==> src/rtl/hazard_ctrl_unit.sv <==
// hazard_ctrl_unit: load-use stall sequencer, branch flush, memory freeze and hazard statistics
module hazard_ctrl_unit #(
  parameter int REG_W             = 5,
  parameter int LOAD_STALL_CYCLES = 1,
  parameter int CNT_W             = 4,
  parameter int STAT_W            = 16
) (
  input  logic              clk_i,
  input  logic              reset_i,
  input  logic              id_ex_mem_read_i,
  input  logic [REG_W-1:0]  id_ex_rd_i,
  input  logic [REG_W-1:0]  if_id_rs1_i,
  input  logic [REG_W-1:0]  if_id_rs2_i,
  input  logic              if_id_uses_rs1_i,
  input  logic              if_id_uses_rs2_i,
  input  logic              ex_branch_taken_i,
  input  logic              mem_busy_i,
  output logic              pc_write_o,
  output logic              if_id_write_o,
  output logic              id_ex_bubble_o,
  output logic              if_id_flush_o,
  output logic              id_ex_flush_o,
  output logic              ex_mem_write_o,
  output logic [STAT_W-1:0] load_stall_cnt_o,
  output logic [STAT_W-1:0] flush_cnt_o
);
  typedef enum logic {RUN, LOAD_STALL} state_e;
  state_e            state_q, state_d;
  logic [CNT_W-1:0]  cnt_q, cnt_d;
  logic [STAT_W-1:0] ls_q, ls_d, fl_q, fl_d;
  logic              hz, stall, adv;
  assign hz = id_ex_mem_read_i & (id_ex_rd_i != '0) &
              ((if_id_uses_rs1_i & (if_id_rs1_i == id_ex_rd_i)) |
               (if_id_uses_rs2_i & (if_id_rs2_i == id_ex_rd_i)));
  assign stall = (state_q == LOAD_STALL) | hz;
  // State, stall counter and statistics; async reset returns to RUN with cleared counters
  always_ff @(posedge clk_i or posedge reset_i) begin
    if (reset_i) begin
      state_q <= RUN;
      cnt_q   <= '0;
      ls_q    <= '0;
      fl_q    <= '0;
    end else begin
      state_q <= state_d;
      cnt_q   <= cnt_d;
      ls_q    <= ls_d;
      fl_q    <= fl_d;
    end
  end
  // Next state: freeze holds everything, a taken branch aborts any stall as wrong-path
  always_comb begin
    state_d = state_q;
    cnt_d   = cnt_q;
    ls_d    = ls_q;
    fl_d    = fl_q;
    if (!mem_busy_i) begin
      if (ex_branch_taken_i) begin
        state_d = RUN;
        cnt_d   = '0;
        fl_d    = (&fl_q) ? fl_q : fl_q + STAT_W'(1);
      end else if (state_q == LOAD_STALL) begin
        cnt_d   = cnt_q - CNT_W'(1);
        state_d = (cnt_q == CNT_W'(1)) ? RUN : LOAD_STALL;
      end else if (hz) begin
        ls_d = (&ls_q) ? ls_q : ls_q + STAT_W'(1);
        if (LOAD_STALL_CYCLES > 1) begin
          state_d = LOAD_STALL;
          cnt_d   = CNT_W'(LOAD_STALL_CYCLES - 1);
        end
      end
    end
  end
  assign adv = ~mem_busy_i & (ex_branch_taken_i | ~stall);
  // Pipeline controls: reset forces free-running enables, freeze drops every enable
  always_comb begin
    pc_write_o     = reset_i | adv;
    if_id_write_o  = reset_i | adv;
    ex_mem_write_o = reset_i | ~mem_busy_i;
    id_ex_bubble_o = ~reset_i & ~mem_busy_i & ~ex_branch_taken_i & stall;
    if_id_flush_o  = ~reset_i & ~mem_busy_i & ex_branch_taken_i;
    id_ex_flush_o  = ~reset_i & ~mem_busy_i & ex_branch_taken_i;
  end
  assign load_stall_cnt_o = ls_q;
  assign flush_cnt_o      = fl_q;
endmodule
==> config.mk <==
export PLATFORM = sky130hd
export DESIGN_NAME = hazard_ctrl_unit
export DESIGN_NICKNAME = d
export VERILOG_FILES = /design/src/rtl/hazard_ctrl_unit.sv
export SDC_FILE = /design/constraint.sdc
export NUM_CORES = 1
export LEC_CHECK = 0
export CORE_MARGIN = 2
export CORE_UTILIZATION = 36
export CTS_BUF_LIST = sky130_fd_sc_hd__clkbuf_4 sky130_fd_sc_hd__clkbuf_8 sky130_fd_sc_hd__clkbuf_16
export DETAILED_ROUTE_END_ITERATION = 6
export GPL_TIMING_DRIVEN = 0
export HOLD_SLACK_MARGIN = 0.1
export PLACE_DENSITY = 0.69
export SYNTH_ARGS = -nofsm -noshare
export SYNTH_HDL_FRONTEND = slang
export SYNTH_SLANG_ARGS = --single-unit
==> constraint.sdc <==
create_clock -name clk_i -period 3.55 [get_ports clk_i]
set_input_delay 0.5325 -clock clk_i [delete_from_list [all_inputs] [get_ports clk_i]]
set_output_delay 0.5325 -clock clk_i [all_outputs]
set_load 0.005 [all_outputs]
# Word level (Yosys, flattened, before mapping)
# Cells that the tools add are included.
dict set report word_totals {
  reg_bits 37
  input_bits 22
  output_inout_bits 38
  wordCells 43
}
dict set report classes {
  n_addsub 3
  eq_ne 3
  muxes 5
  bitwise 21
  n_reduce_logical 7
}
# operator n
set op_table {}
lappend op_table {{adder 16 x 1 -> 16 bit (second input constant)} 2}
lappend op_table {{AND reduction 16 bit} 2}
lappend op_table {{equality test 5 bit} 2}
lappend op_table {{bitwise AND 1 bit} 9}
lappend op_table {{two-way mux 4 bit} 2}
lappend op_table {{NOT 1 bit} 7}
lappend op_table {{bitwise OR 1 bit} 5}
lappend op_table {{AND reduction 5 bit} 1}
lappend op_table {{nonzero test 5 bit} 1}
lappend op_table {{equality test 4 x 1 -> 1 bit (second input constant)} 1}
lappend op_table {{subtractor 4 x 1 -> 4 bit (second input constant)} 1}
lappend op_table {{two-way mux 1 bit} 3}
lappend op_table {{AND reduction 3 bit} 1}
lappend op_table {{AND reduction 2 bit} 1}
lappend op_table {{nonzero test 2 bit} 1}

# Depth between registers and ports, before layout
dict set report depth {
  ltp_word 9
  mapped_depth 7
  depth_no_buf 6
}

# Least setup slack after synthesis
# No wires, ideal clock.
dict set report synth_timing {
  path_type {input -> output}
  from {input id_ex_rd_i[1]}
  to {output pc_write_o}
  arrival_time_ns 1.800
  required_time_ns 3.017
  slack_ns 1.217
  path_stages 5
  n_path_buf 1
  path_cell_list {or4_1 > o21a_1 > a211o_1 > nand3_1 > buf_4}
}
dict set report synth_via {
  elab_chain_cells 9
  elab_cells_between_ends 13
  cone_classes {eq/ne (2); bitwise (10); reduce/logical (1)}
}
# element line
set synth_rtl {}
lappend synth_rtl {{start: declaration} 11} ;# input logic [REG_W-1:0] id_ex_rd_i,
lappend synth_rtl {{equality test 5 bit, on equally long branches} {33, 34}}
lappend synth_rtl {{bitwise AND 1 bit, on equally long branches} {33, 34}}
lappend synth_rtl {{bitwise OR 1 bit} 33} ;# ((if_id_uses_rs1_i & (if_id_rs1_i == id_ex_rd_i)) |
lappend synth_rtl {{bitwise AND 1 bit (*)} 32} ;# assign hz = id_ex_mem_read_i & (id_ex_rd_i != '0) &
lappend synth_rtl {{bitwise OR 1 bit (*)} 35} ;# assign stall = (state_q == LOAD_STALL) | hz;
lappend synth_rtl {{NOT 1 bit (*)} 73} ;# assign adv = ~mem_busy_i & (ex_branch_taken_i | ~stall);
lappend synth_rtl {{bitwise OR 1 bit (*)} 73}
lappend synth_rtl {{bitwise AND 1 bit (*)} 73}
lappend synth_rtl {{bitwise OR 1 bit (*)} -}
lappend synth_rtl {{end: declaration} 18} ;# output logic pc_write_o,
# Every way passes the cells marked *; elsewhere a longest branch is shown, timed or not.

# Final worst setup path
dict set report layout_timing {
  from {input id_ex_rd_i[4]}
  to {output id_ex_bubble_o}
}
dict set report layout_via {
  elab_chain_cells 6
  elab_cells_between_ends 10
  cone_classes {eq/ne (2); bitwise (7); reduce/logical (1)}
}
# element line
set layout_rtl {}
lappend layout_rtl {{equality test 5 bit, on equally long branches} {33, 34}}
lappend layout_rtl {{bitwise AND 1 bit, on equally long branches} {33, 34}}
lappend layout_rtl {{bitwise OR 1 bit} 33}
lappend layout_rtl {{bitwise AND 1 bit (*)} 32}
lappend layout_rtl {{bitwise OR 1 bit (*)} 35}
lappend layout_rtl {{bitwise AND 1 bit (*)} 79} ;# id_ex_bubble_o = ~reset_i & ~mem_busy_i & ~ex_branch_taken_i & stall;
lappend layout_rtl {{end: declaration} 20} ;# output logic id_ex_bubble_o,
# Marks and branches as above.

==> reports/qor.txt <==
DP Worst Slack: 0.0194 ns
CP required: 3.02 ns
register area: 926 sq um
fin crit share: 0.948
Hold Crit Depth: 2
slew margin rel.: 0.467
Total Power: 1110 uW
Area growth syn-to-layout: 39.8%
placer congestion estimate: 0.754
f_max: 0.297 GHz
CTS H-tree lvls: 2
Detail Placement HPWL: 3140 microns
Yosys top cell by area: dfrtp_1
clock buffer depth: 2
Die H: 78.6 microns
Pins Over Slew Limit: 0
Reg2Reg Depth: 6
DR vias/cell: 4.95
setup ws final: 0.186 ns
most frequent cells in the layout: clkdlybuf4s50_1 (58), dfrtp_1 (37), xnor2_1 (34)
GRT overflow: 0
DIE WIDTH: 78.6 microns
Worst Path Arrival: 2.83 ns
nets: 286
Port-buffer cells: 58
Post-Syn Nets: 221
Post-CTS Setup Inserts: 0
Worst VDD drop: 0.208 mV
clk root buf: clkbuf_8
vias in the first global route: 1620
ys flop type: dfrtp_1
layout cells sized above 1: 0.0805
DR WL/cell: 12.8 microns
worst slew pin tran: 0.798 ns
PD cells: 397 nW/um^2
CTS tree: built
initial antenna violation count: 0
register area share after synthesis: 0.463
min Tclk post-route: 3.36 ns
Core Area: 5440 sq um
clk sinks: 37
multi-input logic area: 1010 sq um
peak fanout along the critical path: 10
top-area cell type share of the netlist area: 0.463
row count: 27
vias post-DR: 1649
crit end category: output pin
Antenna Nets Post-Route: 0
Tot GR Track Use: 0.146
Mapped Area: 2000 sq um
Filler cells: 514
Mapped Cells: 195
Worst-Skew Late Latency: 0.29 ns
leakage power: 0.00116 uW
CP Launch Type: primary input
total routed wirelength: 4260 microns
IO Pins: 60
starting density of the core: 0.368
Async SR Flop Fraction: 1.00
final hold violation count: 0
Avg Inst Size Synth: 10.3 sq um
first-pass GRT wire length: 7180 microns
number of max-cap violations: 0
Post-synth EDFFs: 0
# setup viols final: 0
cts bufs inserted: 5
ant diodes: 0
synth top area cells: dfrtp_1 (46%), xnor2_1 (15%), nand4_1 (4.7%), nand3_1 (3.5%), and3_1 (3.1%)
Worst Setup Path Type: in -> out
DRT Pass-1 Iters: 4
hold crit path type: in -> reg
TNS Setup: 0 ns
commonest non-fill, non-tap cell in the layout: clkdlybuf4s50_1
status: finished clean
RSZ-0062 raised after global routing: no
Ys Warns: 0
Clock Skews: 0.00716 ns
initial drt markers: 31
clock-pin slew on the worst setup and hold paths: 0.07 ns
maximum number of pins on one net before global-route repair: 40
die area: 6170 sq um
DRC: 0
#FFs+latches synth: 37
Netlist cell types: 37
## routing by layer
metal / track usage / wire length, microns / vias to the layer above
met2: 0.236 / 1910 / 56
met1: 0.183 / 2000 / 770
met5: 0 / 0 / -
met4: 0.0491 / 52 / 0
li1: - / - / 817
met3: 0.0483 / 293 / 6
## area by class of cell
class	count	share of cell area
clock buffer	6	0.0295
sequential	37	0.331
multi-input combinational	144	0.359
timing repair buffer	58	0.207
clock inverter	2	0.0134
tap	72	0.0322
buffer	6	0.0165
inverter	8	0.0107
## cell usage after synthesis (6+ instances only)
cell type	n
and3_1	10
nand4_1	15
nor2_1	11
inv_1	8
xor2_1	6
nand2_1	12
nand3_1	14
nor3_1	6
xnor2_1	34
dfrtp_1	37
## critical path, cell delays in order
cell             delay [ns]
clkdlybuf4s50_1        0.53
xnor2_1                0.13
nand4_1                0.13
o22ai_2                0.35
buf_2                  0.29
a21oi_1                0.09
nor4_1                 0.20
clkdlybuf4s50_1        0.57
## kinds of logic after synthesis
| kind of cell | after synthesis | share of synthesized area |
|---|---|---|
| muxes | 2 | 0.0131 |
| xor gates and xnor gates | 40 | 0.175 |
| DFF | 37 | 0.463 |
| AOI/OAI and AO/OA | 16 | 0.0631 |
| buffers and inverters | 14 | 0.0381 |
| and+or+nand+nor | 82 | 0.223 |
| adders and majority gates | 4 | 0.0250 |
## stage by stage
step	util	area [sq um]	hold slack [ns]	cells
finish	0.515	2800	0.466	333
global placement	0.491	2670	0.480	325
detailed placement	0.491	2670	0.484	325
CTS	0.515	2800	0.457	333
floorplan	-	2000	0.456	195
global route	0.515	2800	0.474	333
## power breakdown
part           switching, uW  internal, uW  total, uW
combinational           75.5           134        209
sequential              55.8           461        516
clock                    158           229        386
total                    289           823       1110
## final timing paths
| path | start | end | slack (ns) |
|---|---|---|---|
| worst max-delay path | id_ex_rd_i[4] | id_ex_bubble_o | 0.19 |
| worst min register to register | cnt_q[1] | cnt_q[1] | 0.50 |
| worst min-delay path | ex_branch_taken_i | cnt_q[1] | 0.47 |
| min in group asynchronous | reset_i | flush_cnt_o[2] | 0.77 |
| max in group asynchronous | reset_i | flush_cnt_o[11] | 2.27 |
| worst max register to register | load_stall_cnt_o[0] | load_stall_cnt_o[1] | 1.44 |
## registers in the layout (all words and copies together), names as in the netlist
register / count
load_stall_cnt_o: 16
flush_cnt_o: 16
state_q: 1
cnt_q: 4
## what timing repair did
action                                  in CTS  in global routing
gates resized for setup                      1                  0
hold buffers                                 0                  0
endpoints found under the setup margin       1                  0
Power figures use the tool's default switching activity.
==> RTL edit: new RTL, config.mk and constraints unchanged <==
Change the parameter `CNT_W` from 4 to 6.
--- a/src/rtl/hazard_ctrl_unit.sv
+++ b/src/rtl/hazard_ctrl_unit.sv
@@ -2,7 +2,7 @@
 module hazard_ctrl_unit #(
   parameter int REG_W             = 5,
   parameter int LOAD_STALL_CYCLES = 1,
-  parameter int CNT_W             = 4,
+  parameter int CNT_W             = 6,
   parameter int STAT_W            = 16
 ) (
   input  logic              clk_i,
Behaviour: same outputs for any inputs over 10 cycles, from zero or initial values and one cycle with reset_i high; that may be too few to reach the edited logic, so the function may still have changed.
==> RTL edit against the unedited design <==
- routed wire length rose by 9.3%
- non-clock buffer count unchanged
- final area increased by 4.2%
- power shrank 0.38%
- register-to-register slack better by 70 ps
- sequential cell count increased by 2
- worst setup slack lost 23 ps
- area after synthesis increased by 7.1%
- critical path type unchanged
- largest power group unchanged
==> RTL edit: results (changes against the unedited design) <==
[outcome]
status=finished clean  ; unchanged

[grt]
grtUsageMet2=0.239  ; was 0.236
use_met3=0.0356  ; was 0.0483
grt_use_total=0.155  ; was 0.146
grt_start_max_net_pins=43  ; was 40
grt_pass1_vias=1673  ; was 1,620
use_met1=0.213  ; was 0.183

[layout]
drive_gt1_frac=0.0893  ; was 0.0805
final_nets=305  ; was 286
nFillCells=540  ; was 514
synthToLayoutAreaGrowth_pct=36.1  ; was 39.8%

[routing]
vias_per_cell=4.99  ; was 4.95
routed_wl_mm=4.65  ; was 4.26 mm
wl_per_cell_um=13.1  ; was 12.8 um
wl_met3_um=187  ; was 293 um
dr_wl_met2_mm=2.16  ; was 1.91 mm
drt_iter0_markers=63  ; was 31
wl_met1_mm=2.23  ; was 2.00 mm

[critical_path]
reg2reg_from=load_stall_cnt_o[3]$_DFFE_PP0P_  ; was load_stall_cnt_o[0]$_DFFE_PP0P_
worstPathMaxFanout=4  ; was 10
r2r_slack_ps=1510  ; was 1440 ps
critPathLaunch=id_ex_rd_i[1]  ; was id_ex_rd_i[4]
r2r_cells=5  ; was 6

[yosys]
synthTopCellsByCount=dfrtp_1 (39), xnor2_1 (32), nand2_1 (22)  ; was dfrtp_1 (37), xnor2_1 (34), nand4_1 (15)
synth_nets=239  ; was 221
synthAdderAreaFrac=0.0233  ; was 0.0250
seq_area_frac_synth=0.455  ; was 0.463
yosys-mux-area-fraction=0.0204  ; was 0.0131
ys_types=43  ; was 37
syn_avg_cell_area_um2=10.1  ; was 10.3 um2

[placement]
placed_area_um2=2830  ; was 2670 um2
dp_cells=347  ; was 325
post-place-ws_ps=149  ; was 19.4 ps
dp_hpwl_mm=3.47  ; was 3.14 mm
place.gp.congestion=0.808  ; was 0.754
portBuffers=59  ; was 58

[min_path]
min_path_type=reg2reg  ; was in2reg
whs_path_depth=1  ; was 2
whs_endpoint=flush_cnt_o[4]$_DFFE_PP0P_  ; was cnt_q[1]$_DFFE_PP0P_
min-delay-start=flush_cnt_o[4]$_DFFE_PP0P_  ; was ex_branch_taken_i

[sta]
post-route-period-util=0.954  ; was 0.948

[clock_tree]
ctsResizeCount=0  ; was 1

[pwr]
cellLeakagePower_nw=1.15  ; was 1.16 nW
p_switching_w=0.000328  ; was 0.000289 W
peakVddDrop_mv=0.227  ; was 0.208 mV

RTL edit: changes by cell type in the layout (fill, tap and decap cells not counted), sizes merged, moves of 3 or more:
cell   change
a31oi      +3
and3       -6
nand2     +10
nor2       +6
RTL edit: cell type report:
type | instances | share of cell area
clock buffer | 5 | 0.0236
inverter | 6 | 0.00772
sequential | 39 | 0.334
tap | 75 | 0.0322
buffer | 5 | 0.00986
clock inverter | 3 | 0.00686
timing repair buffer | 59 | 0.202
multi-input combinational | 163 | 0.383
RTL edit: critical path: stages:
cell and delay (ps):
clkdlybuf4s50_1 460, or4_1 560, o21ai_2 250, nor2b_1 110
o31ai_1 300, buf_4 160, clkdlybuf4s50_1 480
RTL edit: power by group through the flow:
stage               registers [W]  clock network [W]  logic (W)
floorplan                0.000560                  0   0.000120
global placement         0.000565                  0   0.000244
detailed placement       0.000569                  0   0.000250
CTS                      0.000560           0.000314   0.000251
global route             0.000570           0.000330   0.000273
finish                   0.000560           0.000300   0.000247
